File: src/rtl/seven_seg_scan_decoder.sv
`default_nettype none
// ============================================================================
// Module      : seven_seg_scan_decoder
// Description : Recovers 4-bit digit codes from a multiplexed, active-low
//               seven-segment display bus. Hex letters A..F are decoded only
//               when SEVEN_SEG_HEX_DECODE_EN is defined.
// Revision    : 1.0 - initial release
// ============================================================================
module seven_seg_scan_decoder #(
    parameter int STABLE_CYCLES = 4
) (
    input  logic        clk,
    input  logic        rst,
    input  logic [6:0]  seg_n,
    input  logic [7:0]  an_n,
    output logic [31:0] digits,
    output logic [7:0]  digit_valid,
    output logic        frame_done,
    output logic        err_pattern,
    output logic        err_multi_an
);
    localparam logic [7:0] c_CNT_MAX = 8'(STABLE_CYCLES - 1);

    localparam logic [1:0] c_IDLE   = 2'd0;
    localparam logic [1:0] c_SETTLE = 2'd1;
    localparam logic [1:0] c_HOLD   = 2'd2;

    logic [6:0] r_seg_m, r_seg_s;
    logic [7:0] r_an_m, r_an_s;
    logic [7:0] r_cnt;
    logic [1:0] r_state, w_state_next;
    logic [7:0] r_seen;
    logic       w_same, w_any_an, w_one_hot, w_multi, w_capture;
    logic [7:0] w_an_low, w_cap_mask;
    logic       w_known, w_blank;
    logic [3:0] w_code;

    always_ff @(posedge clk or posedge rst) begin
        if (rst) begin
            r_seg_m <= 7'h7F;
            r_seg_s <= 7'h7F;
            r_an_m  <= 8'hFF;
            r_an_s  <= 8'hFF;
        end else begin
            r_seg_m <= seg_n;
            r_seg_s <= r_seg_m;
            r_an_m  <= an_n;
            r_an_s  <= r_an_m;
        end
    end

    // Counter tracks how long the value now held in the synchronizer output has been constant
    assign w_same    = ({r_an_m, r_seg_m} == {r_an_s, r_seg_s});
    assign w_an_low  = ~r_an_s;
    assign w_any_an  = (w_an_low != 8'h00);
    assign w_one_hot = w_any_an && ((w_an_low & (w_an_low - 8'd1)) == 8'h00);
    assign w_multi   = w_any_an && !w_one_hot;

    always_ff @(posedge clk or posedge rst) begin
        if (rst) begin
            r_cnt <= 8'd0;
        end else if (!w_same) begin
            r_cnt <= 8'd0;
        end else if (r_cnt != c_CNT_MAX) begin
            r_cnt <= r_cnt + 8'd1;
        end
    end

    always_ff @(posedge clk or posedge rst) begin
        if (rst) begin
            r_state <= c_IDLE;
        end else begin
            r_state <= w_state_next;
        end
    end

    always_comb begin
        w_state_next = r_state;
        case (r_state)
            c_IDLE: begin
                if (w_any_an) w_state_next = c_SETTLE;
            end
            c_SETTLE: begin
                if (!w_any_an)               w_state_next = c_IDLE;
                else if (r_cnt == c_CNT_MAX) w_state_next = c_HOLD;
            end
            c_HOLD: begin
                // A dropped counter means the sample changed since capture
                if (!w_any_an)               w_state_next = c_IDLE;
                else if (r_cnt != c_CNT_MAX) w_state_next = c_SETTLE;
            end
            default: w_state_next = c_IDLE;
        endcase
    end

    always_comb begin
        w_capture = (r_state == c_SETTLE) && w_any_an && (r_cnt == c_CNT_MAX);
    end

    always_comb begin
        w_known = 1'b1;
        w_blank = 1'b0;
        w_code  = 4'h0;
        case (r_seg_s)
            7'b1000000: w_code = 4'h0;
            7'b1111001: w_code = 4'h1;
            7'b0100100: w_code = 4'h2;
            7'b0110000: w_code = 4'h3;
            7'b0011001: w_code = 4'h4;
            7'b0010010: w_code = 4'h5;
            7'b0000010: w_code = 4'h6;
            7'b1011000: w_code = 4'h7;
            7'b0000000: w_code = 4'h8;
            7'b0010000: w_code = 4'h9;
`ifdef SEVEN_SEG_HEX_DECODE_EN
            7'b0001000: w_code = 4'hA;
            7'b0000011: w_code = 4'hB;
            7'b1000110: w_code = 4'hC;
            7'b0100001: w_code = 4'hD;
            7'b0000110: w_code = 4'hE;
            7'b0001110: w_code = 4'hF;
`endif
            7'b1111111: begin
                w_known = 1'b0;
                w_blank = 1'b1;
            end
            default:    w_known = 1'b0;
        endcase
    end

    assign w_cap_mask = (w_capture && w_one_hot) ? w_an_low : 8'h00;

    always_ff @(posedge clk or posedge rst) begin
        if (rst) begin
            digits       <= 32'h0;
            digit_valid  <= 8'h00;
            r_seen       <= 8'h00;
            frame_done   <= 1'b0;
            err_pattern  <= 1'b0;
            err_multi_an <= 1'b0;
        end else begin
            for (int i = 0; i < 8; i++) begin
                if (w_cap_mask[i]) begin
                    digit_valid[i] <= w_known;
                    if (w_known) digits[4*i +: 4] <= w_code;
                end
            end
            // A full mask clears while still accepting a capture landing in the same cycle
            r_seen       <= ((r_seen == 8'hFF) ? 8'h00 : r_seen) | w_cap_mask;
            frame_done   <= (r_seen == 8'hFF);
            err_pattern  <= w_capture && w_one_hot && !w_known && !w_blank;
            err_multi_an <= w_capture && w_multi;
        end
    end

endmodule
`default_nettype wire

File: config.mk
export PLATFORM = sky130hd
export DESIGN_NAME = seven_seg_scan_decoder
export DESIGN_NICKNAME = d
export VERILOG_FILES = /design/src/rtl/seven_seg_scan_decoder.sv
export SDC_FILE = /design/constraint.sdc
export NUM_CORES = 1
export LEC_CHECK = 0
export BUFFER_PORTS_ARGS = -buffer_cell sky130_fd_sc_hd__buf_2
export CORE_UTILIZATION = 34
export CTS_BUF_LIST = sky130_fd_sc_hd__clkbuf_4
export DETAILED_ROUTE_END_ITERATION = 12
export PLACE_DENSITY_LB_ADDON = 0.05
export SYNTH_ARGS = -nofsm -noshare
export SYNTH_HDL_FRONTEND = slang
export SYNTH_SLANG_ARGS = --single-unit
File: constraint.sdc
create_clock -name clk -period 5 [get_ports clk]
set_input_delay 1 -clock clk [delete_from_list [all_inputs] [get_ports clk]]
set_output_delay 1 -clock clk [all_outputs]
set_load 0.03 [all_outputs]
# [Word-level counts from Yosys, hierarchy flattened]
# Cells that the tools add are included.
[word_totals] regBits=91 romBits=0 ramBits=0 out_inout_bits=43 memories=0 inputBits=17 latch_bits=0 wordCells=89
[classes] muxes=13 addsub=2 magnitude_cmp=0 n_shift=0 div=0 n_bitwise=3 n_eq_ne=20 reduce_logical=25 multipliers=0
[op_table] operator="4-bit one-hot mux with 9 select lines" count=1
[op_table] operator="8-bit 2-to-1 mux" count=4
[op_table] operator="7-bit == test (second input constant)" count=4
[op_table] operator="7-bit by 5-bit == test with 1-bit output (second input constant)" count=3
[op_table] operator="2-bit AND reduction" count=8
[op_table] operator="15-bit == test" count=1
[op_table] operator="7-bit by 6-bit == test with 1-bit output (second input constant)" count=2
[op_table] operator="2-bit 2-to-1 mux" count=5
[op_table] operator="10-bit OR reduction" count=1
[op_table] operator="8-bit by 1-bit adder with 8-bit output (second input constant)" count=1
[op_table] operator="8-bit bitwise AND" count=1
[op_table] operator="8-bit by 2-bit == test with 1-bit output (second input constant)" count=1
[op_table] operator="8-bit == test (second input constant)" count=1
[op_table] operator="1-bit logical AND" count=8
[op_table] operator="8-bit zero test" count=1
[op_table] operator="8-bit by 2-bit != test with 1-bit output (second input constant)" count=1
[op_table] operator="8-bit NOT" count=1
[op_table] operator="8-bit bitwise OR" count=1
[op_table] operator="8-bit nonzero test" count=1
[op_table] operator="8-bit by 1-bit subtractor with 8-bit output (second input constant)" count=1
[op_table] operator="7-bit by 2-bit == test with 1-bit output (second input constant)" count=1
[op_table] operator="7-bit zero test" count=1
[op_table] operator="3-bit != test (second input constant)" count=2
[op_table] operator="2-bit one-hot mux with 3 select lines" count=1
[op_table] operator="8 further kinds" count=11

# [Longest topological paths before layout]
# Gate-level depths: netlist of the first run.
[logic_depth] depth_word=8 depth_mapped=8 mapped_depth_nobuf=6

# [Least setup slack after synthesis of the first run]
# OpenSTA, ideal clock, no wires.
[synth_timing] path_kind="flip-flop to flip-flop" from="register r_cnt[0]" to="register digits[20]" period_less_slack_ns=2.584 setup_slack_ns=2.416 required_time_ns=4.875 n_path_buf=2 path_stages_with_launch=9 t_arrival_ns=2.459 setup_ns=0.125 path_cell_list="dfrtp_1 ha_1 nor4b_4 nand2_2 or4b_4 buf_6 or4_4 buf_6 mux2_4"
[synth_between] elab_chain_len=5
[synth_rtl] item="start, declared" line_no="30" text="logic [7:0] r_cnt;"
[synth_rtl] item="start signal, assigned" line_no="65" text="r_cnt <= r_cnt + 8'd1;"
[synth_rtl] item="8-bit by 2-bit == test with 1-bit output" line_no="97" text="w_capture = (r_state == c_SETTLE) && w_any_an && (r_cnt == c_CNT_MAX);"
[synth_rtl] item="1-bit logical AND" line_no="97"
[synth_rtl] item="1-bit logical AND" line_no="131" text="assign w_cap_mask = (w_capture && w_one_hot) ? w_an_low : 8'h00;"
[synth_rtl] item="8-bit 2-to-1 mux" line_no="131"
[synth_rtl] item="2-bit AND reduction (no source line)"
[synth_rtl] item="end signal, assigned by index" line_no="145" text="if (w_known) digits[4*i +: 4] <= w_code;"
[synth_rtl] item="end, declared" line_no="16" text="output logic [31:0] digits,"
# Every way passes these cells.
# A chain may end at the register's enable or synchronous reset.

# [Final worst setup path of the first run]
[layout_timing] from="register r_cnt[0]" to="register digits[19]"
# Same word-level chain as after synthesis.

==> results of run 1 <==
-- sequential cells by signal, summed over array words and instances, names as in the netlist, 2 cells and up --
| signal | cells |
|---|---|
| digit_valid | 8 |
| digits | 32 |
| r_an_m | 8 |
| r_an_s | 8 |
| r_cnt | 8 |
| r_seen | 8 |
| r_seg_m | 7 |
| r_seg_s | 7 |
| r_state | 2 |
-- layout make-up --
cell class,instances,area (µm²),area share [%]
clock buffers,9,67.6,1.58
clock inverters,7,42.5,0.997
inverters,15,57.6,1.35
multi-input cells,167,1290,30.2
flip-flops and latches,91,2310,54.3
well taps,136,170,3.99
repair buffers,63,325,7.62
-- per-layer routing --
| metal | track usage (%) | vias up |
|---|---|---|
| met5 | 0 | - |
| met4 | 4.99 | 0 |
| met3 | 3.65 | 10 |
| met2 | 23.8 | 40 |
| met1 | 20.0 | 1161 |
| li1 | - | 1143 |
-- through the flow --
step	area [µm²]	cells	total power, W	utilization [%]
global placement	4160	472	0.000840	39.6
global route	4270	488	0.00123	40.6
floorplan	3740	292	0.000817	-
CTS	4270	488	0.00120	40.6
detailed placement	4160	472	0.000840	39.6
finish	4270	488	0.00118	40.6
-- how the worst max path moves through the flow --
| stage | start | end | slack (ns) | cells past startpoint |
|---|---|---|---|---|
| 6_report | r_cnt[0] | digits[19] | 2.27 | 6 |
| 5_1_grt | r_cnt[0] | digits[26] | 2.11 | 6 |
| 4_1_cts | r_cnt[0] | digits[8] | 2.25 | 6 |
| 3_5_place_dp | r_cnt[0] | digits[31] | 2.26 | 6 |
| 3_3_place_gp | r_seg_s[1] | digits[19] | 2.25 | 5 |
| 2_1_floorplan | rst | digit_valid[0] | 1.69 | 1 |
-- synthesized netlist by cell type (2+ instances only) --
| master | n | area [µm²] |
|---|---|---|
| a21o_1 | 7 | 52.6 |
| a21oi_1 | 3 | 15.0 |
| a22o_1 | 8 | 70.1 |
| and3_1 | 3 | 18.8 |
| buf_2 | 3 | 15.0 |
| buf_6 | 2 | 22.5 |
| clkbuf_1 | 13 | 48.8 |
| dfrtp_1 | 61 | 1530 |
| dfstp_2 | 30 | 788 |
| inv_1 | 15 | 56.3 |
| maj3_1 | 2 | 20.0 |
| mux2_2 | 20 | 225 |
| mux2_4 | 3 | 45.0 |
| mux2i_1 | 2 | 20.0 |
| nand2_1 | 11 | 41.3 |
| nand3_1 | 7 | 35.0 |
| nand4_1 | 4 | 25.0 |
| nor2_1 | 10 | 37.5 |
| nor3_1 | 12 | 60.1 |
| nor4_1 | 4 | 25.0 |
| nor4b_1 | 2 | 17.5 |
| nor4bb_1 | 2 | 20.0 |
| o211ai_1 | 2 | 15.0 |
| o21ai_0 | 10 | 50.1 |
| o31ai_1 | 2 | 15.0 |
| or2_2 | 2 | 12.5 |
| or4_1 | 6 | 45.0 |
| xnor2_1 | 2 | 17.5 |
| xor2_1 | 20 | 175 |
-- power by group through the flow --
stage | Combinational [W] | Clock (W) | Sequential, W
floorplan | 0.0000371 | 0 | 0.000780
detailed placement | 0.0000477 | 0 | 0.000792
CTS | 0.0000479 | 0.000376 | 0.000779
global placement | 0.0000480 | 0 | 0.000792
global route | 0.0000529 | 0.000399 | 0.000782
finish | 0.0000455 | 0.000355 | 0.000779
-- cell families after synthesis --
| group | after synthesis | synth area share [%] |
|---|---|---|
| flip-flops | 91 | 61.8 |
| AND/OR/NAND/NOR | 79 | 13.2 |
| AO/OA/AOI/OAI | 38 | 7.25 |
| buffers and inverters | 34 | 3.91 |
| multiplexers | 25 | 7.75 |
| XOR/XNOR | 22 | 5.15 |
| adder cells (fa/ha/maj) | 3 | 0.869 |
==> impl_metrics.tcl, run 1 <==
set metrics [dict create \
    finClkSkew_ns 0.0168 \
    final_cell_mix "dfrtp_1 (61), buf_2 (59), dfstp_2 (30)" \
    critPathCaptureType "register" \
    whs_endpoint "r_an_s[7]" \
    seqPwrFrac_pct 66.1 \
    fp.dieW_um 107 \
    worstPathArrival_ns 3.08 \
    switching_share_pct 25.6 \
    yosysSeqAreaShare_pct 61.8 \
    portBuffers 59 \
    rsz0062_at_grt "no" \
    syn_inst 292 \
    worstSkewPairLatency_ns 0.44 \
    clkPwrFrac_pct 30.1 \
    crit_chain "ha_1 > nor4b_4 > nand2_2 > or4b_4 > or4_1 > mux2_2" \
    p_leak_nw 2.13 \
    drt-met1-wl_um 3780 \
    die_area_um2 11400 \
    ios 60 \
    whs_ns 0.369 \
    clk_pin_slew_worst_paths_ns 0.15 \
    dr.pass1.iters 4 \
    fp.dieH_um 107 \
    post_cts_buffers 0 \
    final_common_cell "dfrtp_1" \
    setup_tns_ns 0 \
    ys_warn_count 0 \
    setup_slack_ns 2.27 \
    async_flop_share_pct 100 \
    synth-edff-count 0 \
    synth-seq-cells 91 \
    timing.rr.end "digits[19]" \
    cts_resized 0 \
    worstHoldPathType "reg2reg" \
    core_um2 10500 \
    drt_wl_total_um 7810 \
    cp_slowest_stage_delay_ns 0.61 \
    hpwlAfterDp_um 5590 \
    finalHoldViolCount 0 \
    fill_cells 1031 \
    maxSlewHeadroom_pct 36.1 \
    top_layer "met4" \
    finalSetupViolCount 0 \
    grt_overflow 0 \
    ff2ff_path_depth 6 \
    start_kind "register" \
    drive_gt1_share_pct 40.9 \
    grt_max_degree 56 \
    synth-main-ff-cell "dfrtp_1" \
    syn_area_per_cell_um2 12.8 \
    num_vias 2354 \
    grt_pass1_vias 2399 \
    grt_pass1_wl_um 12800 \
    holdPathStages 0 \
    area.growth.synth_to_final_pct 14.0 \
    crit_path_max_fanout 16 \
    slowest_stage "or4b_4" \
    synth_area_um2 3740 \
    holdBufCountCts 0 \
    row_count 37 \
    p_sw_w 0.000301 \
    dp_slack_ns 2.26 \
    globalRouteTotalUtil_pct 15.0 \
    nets 365 \
    start_util_pct 35.6 \
    cts.sinks 91 \
    gp_congestion 0.821 \
    ant_nets 0 \
    cts_max_level 3 \
    synth_nets 310 \
    clock_path_buffers 2 \
    yosysUniqueCellTypes 53 \
    wl_met2_um 3700 \
    drcViolationCount 0 \
    vias_per_cell 4.82 \
    run_status "complete, no violations" \
    p_per_area_nw_per_um2 276 \
    critPathKind "reg2reg" \
    reg2reg_from "r_cnt[0]" \
    drtIter0Drc 74 \
    period_share_pct 54.6 \
    worstHoldStart "r_an_m[7]" \
    path_delay_family "simple AND/OR/NAND/NOR gates" \
    max_freq_mhz 366 \
    numCtsBuffers 9 \
    ff2ff_setup_slack_ns 2.27 \
    antenna_found_initial 0 \
    pwr-share-comb_pct 3.9 \
    irDropWorstVdd_uv 174 \
    path_buf_inv 0 \
    worst_pin_slew_ns 0.958 \
    cts_tree "done" \
    min_period_ns 2.73 \
    routed-wl-met3_um 218 \
    maxCapViolCount 0 \
    cts_root_buffer "clkbuf_4" \
    drv_slew 0 \
    worst_ep_required_time_ns 5.35 \
    internal_power_w 0.000878 \
    num_antenna_cells 0 \
    drt-wirelength-per-cell_um 16.0 \
]
Power figures use the tool's default switching activity.
==> inputs of run 2 (changes only) <==
Settings changed: ABC_AREA set to 1.
Clock period 5 ns to 2.4 ns, I/O delays scaled along.
==> run 2 against run 1 <==
Sequential share of layout area is 3.1 points lower. Clock skew is 0.0065 ns higher. Critical endpoint is now digits[25]. Non-clock buffer count grew 1. Largest power group unchanged.
==> impl_metrics.tcl, run 2 <==
set metrics [dict create \
    drive_gt1_share_pct 28.3 \
    cts_root_buffer "clkbuf_4" \
    globalRouteTotalUtil_pct 15.7 \
    finalHoldViolCount 0 \
    synth_compound_area_share_pct 1.42 \
    fin_cells 621 \
    antenna_found_initial 0 \
    startpoint "r_an_s[4]" \
    synthXorXnorAreaFrac_pct 3.83 \
    synth_area_um2 3880 \
    synth_top_family_by_area "simple AND/OR/NAND/NOR gates" \
    drv_slew 0 \
    clk_pin_slew_worst_paths_ns 0.13 \
    drt_wl_total_um 8350 \
    drtIter0Drc 198 \
    gp_congestion 0.799 \
    setup_tns_ns 0 \
    run_status "complete, no violations" \
    nets 495 \
    grt_pass1_wl_um 13800 \
    drcViolationCount 0 \
    grt_max_degree 56 \
    synth-edff-count 0 \
    multi_input_area_um2 1390 \
    ff2ff_setup_slack_ns 0.49 \
    rsz0062_at_grt "no" \
    worst_ep_required_time_ns 2.74 \
    p_per_area_nw_per_um2 612 \
    critPathCaptureType "register" \
    fp.dieW_um 109 \
    worstHoldPathType "in2reg" \
    holdPathStages 1 \
    cts_resized 0 \
    core_um2 11000 \
    worstPathArrival_ns 2.25 \
    worstSkewPairLatency_ns 0.45 \
    cts_max_level 3 \
    portBuffers 59 \
    start_util_pct 35.4 \
    syn_inst 412 \
    ys_warn_count 0 \
    fill_cells 1126 \
    critPathKind "reg2reg" \
    row_count 38 \
    cts.sinks 91 \
    p_total_w 0.00277 \
    synth_area_leaders "dfrtp_1 (39%), dfstp_2 (20%), nand2_1 (14%), nand4_1 (5.3%), xnor2_1 (3.4%)" \
    area.growth.synth_to_final_pct 16.5 \
    muxShareOfSynthArea_pct 0 \
    die_area_um2 11900 \
    yosys.area.top_type "dfrtp_1" \
    min_period_ns 1.91 \
    final_common_cell "nand2_1" \
    ios 60 \
    ff2ff_path_depth 10 \
    whs_ns 0.125 \
    crit_path_max_fanout 46 \
    synth_common_cells "nand2_1 (143), dfrtp_1 (61), nand4_1 (33), nor2_1 (31), dfstp_2 (30)" \
    maxSlewHeadroom_pct 54.4 \
    maxCapViolCount 0 \
    post_cts_buffers 0 \
    num_vias 2933 \
    max_freq_mhz 524 \
    synth-adder-area-share_pct 0.322 \
    yosysTopAreaCellShare_pct 39.3 \
    num_antenna_cells 0 \
    fp.dieH_um 109 \
    whs_endpoint "r_an_m[1]" \
    yosysSeqAreaShare_pct 59.6 \
    dp_cells 606 \
    worstHoldStart "an_n[1]" \
    dr.pass1.iters 4 \
    irDropWorstVdd_uv 252 \
    yosysUniqueCellTypes 25 \
    start_kind "register" \
    syn_area_per_cell_um2 9.43 \
    holdBufCountCts 0 \
    grt_pass1_vias 2791 \
    p_leak_nw 2.35 \
    clock_path_buffers 2 \
    final_cell_mix "nand2_1 (143), dfrtp_1 (61), buf_2 (59)" \
    synth-main-ff-cell "dfrtp_1" \
    synth_nets 430 \
    reg2reg_from "r_an_s[4]" \
    period_share_pct 79.5 \
    register_area_um2 2310 \
    drt-wirelength-per-cell_um 13.4 \
    hpwlAfterDp_um 6040 \
    async_flop_share_pct 100 \
    synth-seq-cells 91 \
    timing.rr.end "digits[25]" \
    finalSetupViolCount 0 \
    regMostFlops "digits" \
    synth_simple_gate_area_share_pct 30.0 \
    numCtsBuffers 9 \
    grt_overflow 0 \
    cts_tree "done" \
    largest_register_ffs 32 \
    worst_pin_slew_ns 0.684 \
    finClkSkew_ns 0.0233 \
    ant_nets 0 \
    vias_per_cell 4.72 \
    synth_most_common_cell "nand2_1" \
]
==> run 2: kinds of logic (layout without fill, tap and decap cells) <==
logic type / count (synthesis) / in the layout
buf+inv: 40 / 109
compound gates: 11 / 11
flops: 91 / 91
fa+ha+maj: 1 / 1
simple gates: 252 / 252
xor+xnor: 17 / 17
==> run 2: stage by stage <==
stage | area (µm²) | utilization [%] | setup WS [ns]
after floorplan | 3890 | - | 0.777
after global placement | 4350 | 39.6 | 0.489
after detailed placement | 4350 | 39.6 | 0.474
after CTS | 4520 | 41.2 | 0.454
after global routing | 4520 | 41.2 | 0.286
final | 4520 | 41.2 | 0.491
==> run 2: worst max-delay path by stage <==
stage                 end  slack [ns]  depth (start not counted)
2_1_floorplan  digits[10]        0.78                          9
3_3_place_gp   digits[14]        0.49                          9
3_5_place_dp   digits[30]        0.47                          9
4_1_cts        digits[30]        0.45                          9
5_1_grt        digits[14]        0.29                          9
6_report       digits[25]        0.49                         10
==> run 2: cell type report <==
| type | instances | share of cell area [%] |
|---|---|---|
| Clock buffer | 9 | 1.49 |
| Clock inverter | 6 | 2.32 |
| Inverter | 30 | 2.57 |
| Multi-Input combinational cell | 281 | 30.7 |
| Sequential cell | 91 | 51.2 |
| Tap cell | 140 | 3.87 |
| Timing Repair Buffer | 64 | 7.91 |
==> run 2: where the power goes <==
group / switching [W] / internal, W
clock network: 0.000509 / 0.000515
logic: 0.0000921 / 0.0000441
registers: 0.0000289 / 0.00158
==> run 2: metal layers <==
metal | vias up | global-route usage [%] | wire length [µm]
li1 | 1483 | - | -
met1 | 1387 | 20.9 | 4080
met2 | 52 | 24.4 | 3820
met3 | 11 | 3.59 | 312
met4 | 0 | 6.66 | 138
met5 | - | 0 | 0
==> run 2: critical path, cell delays in order, from the launching register on <==
cell and delay (ns):
dfstp_2 0.59, nand2_1 0.10, nor2_1 0.16, nand2_1 0.06, nand2_1 0.08, nand4_1 0.14, nor2_4 0.14, buf_12 0.23
nand3_2 0.14, nand2_1 0.09, nand2_1 0.04
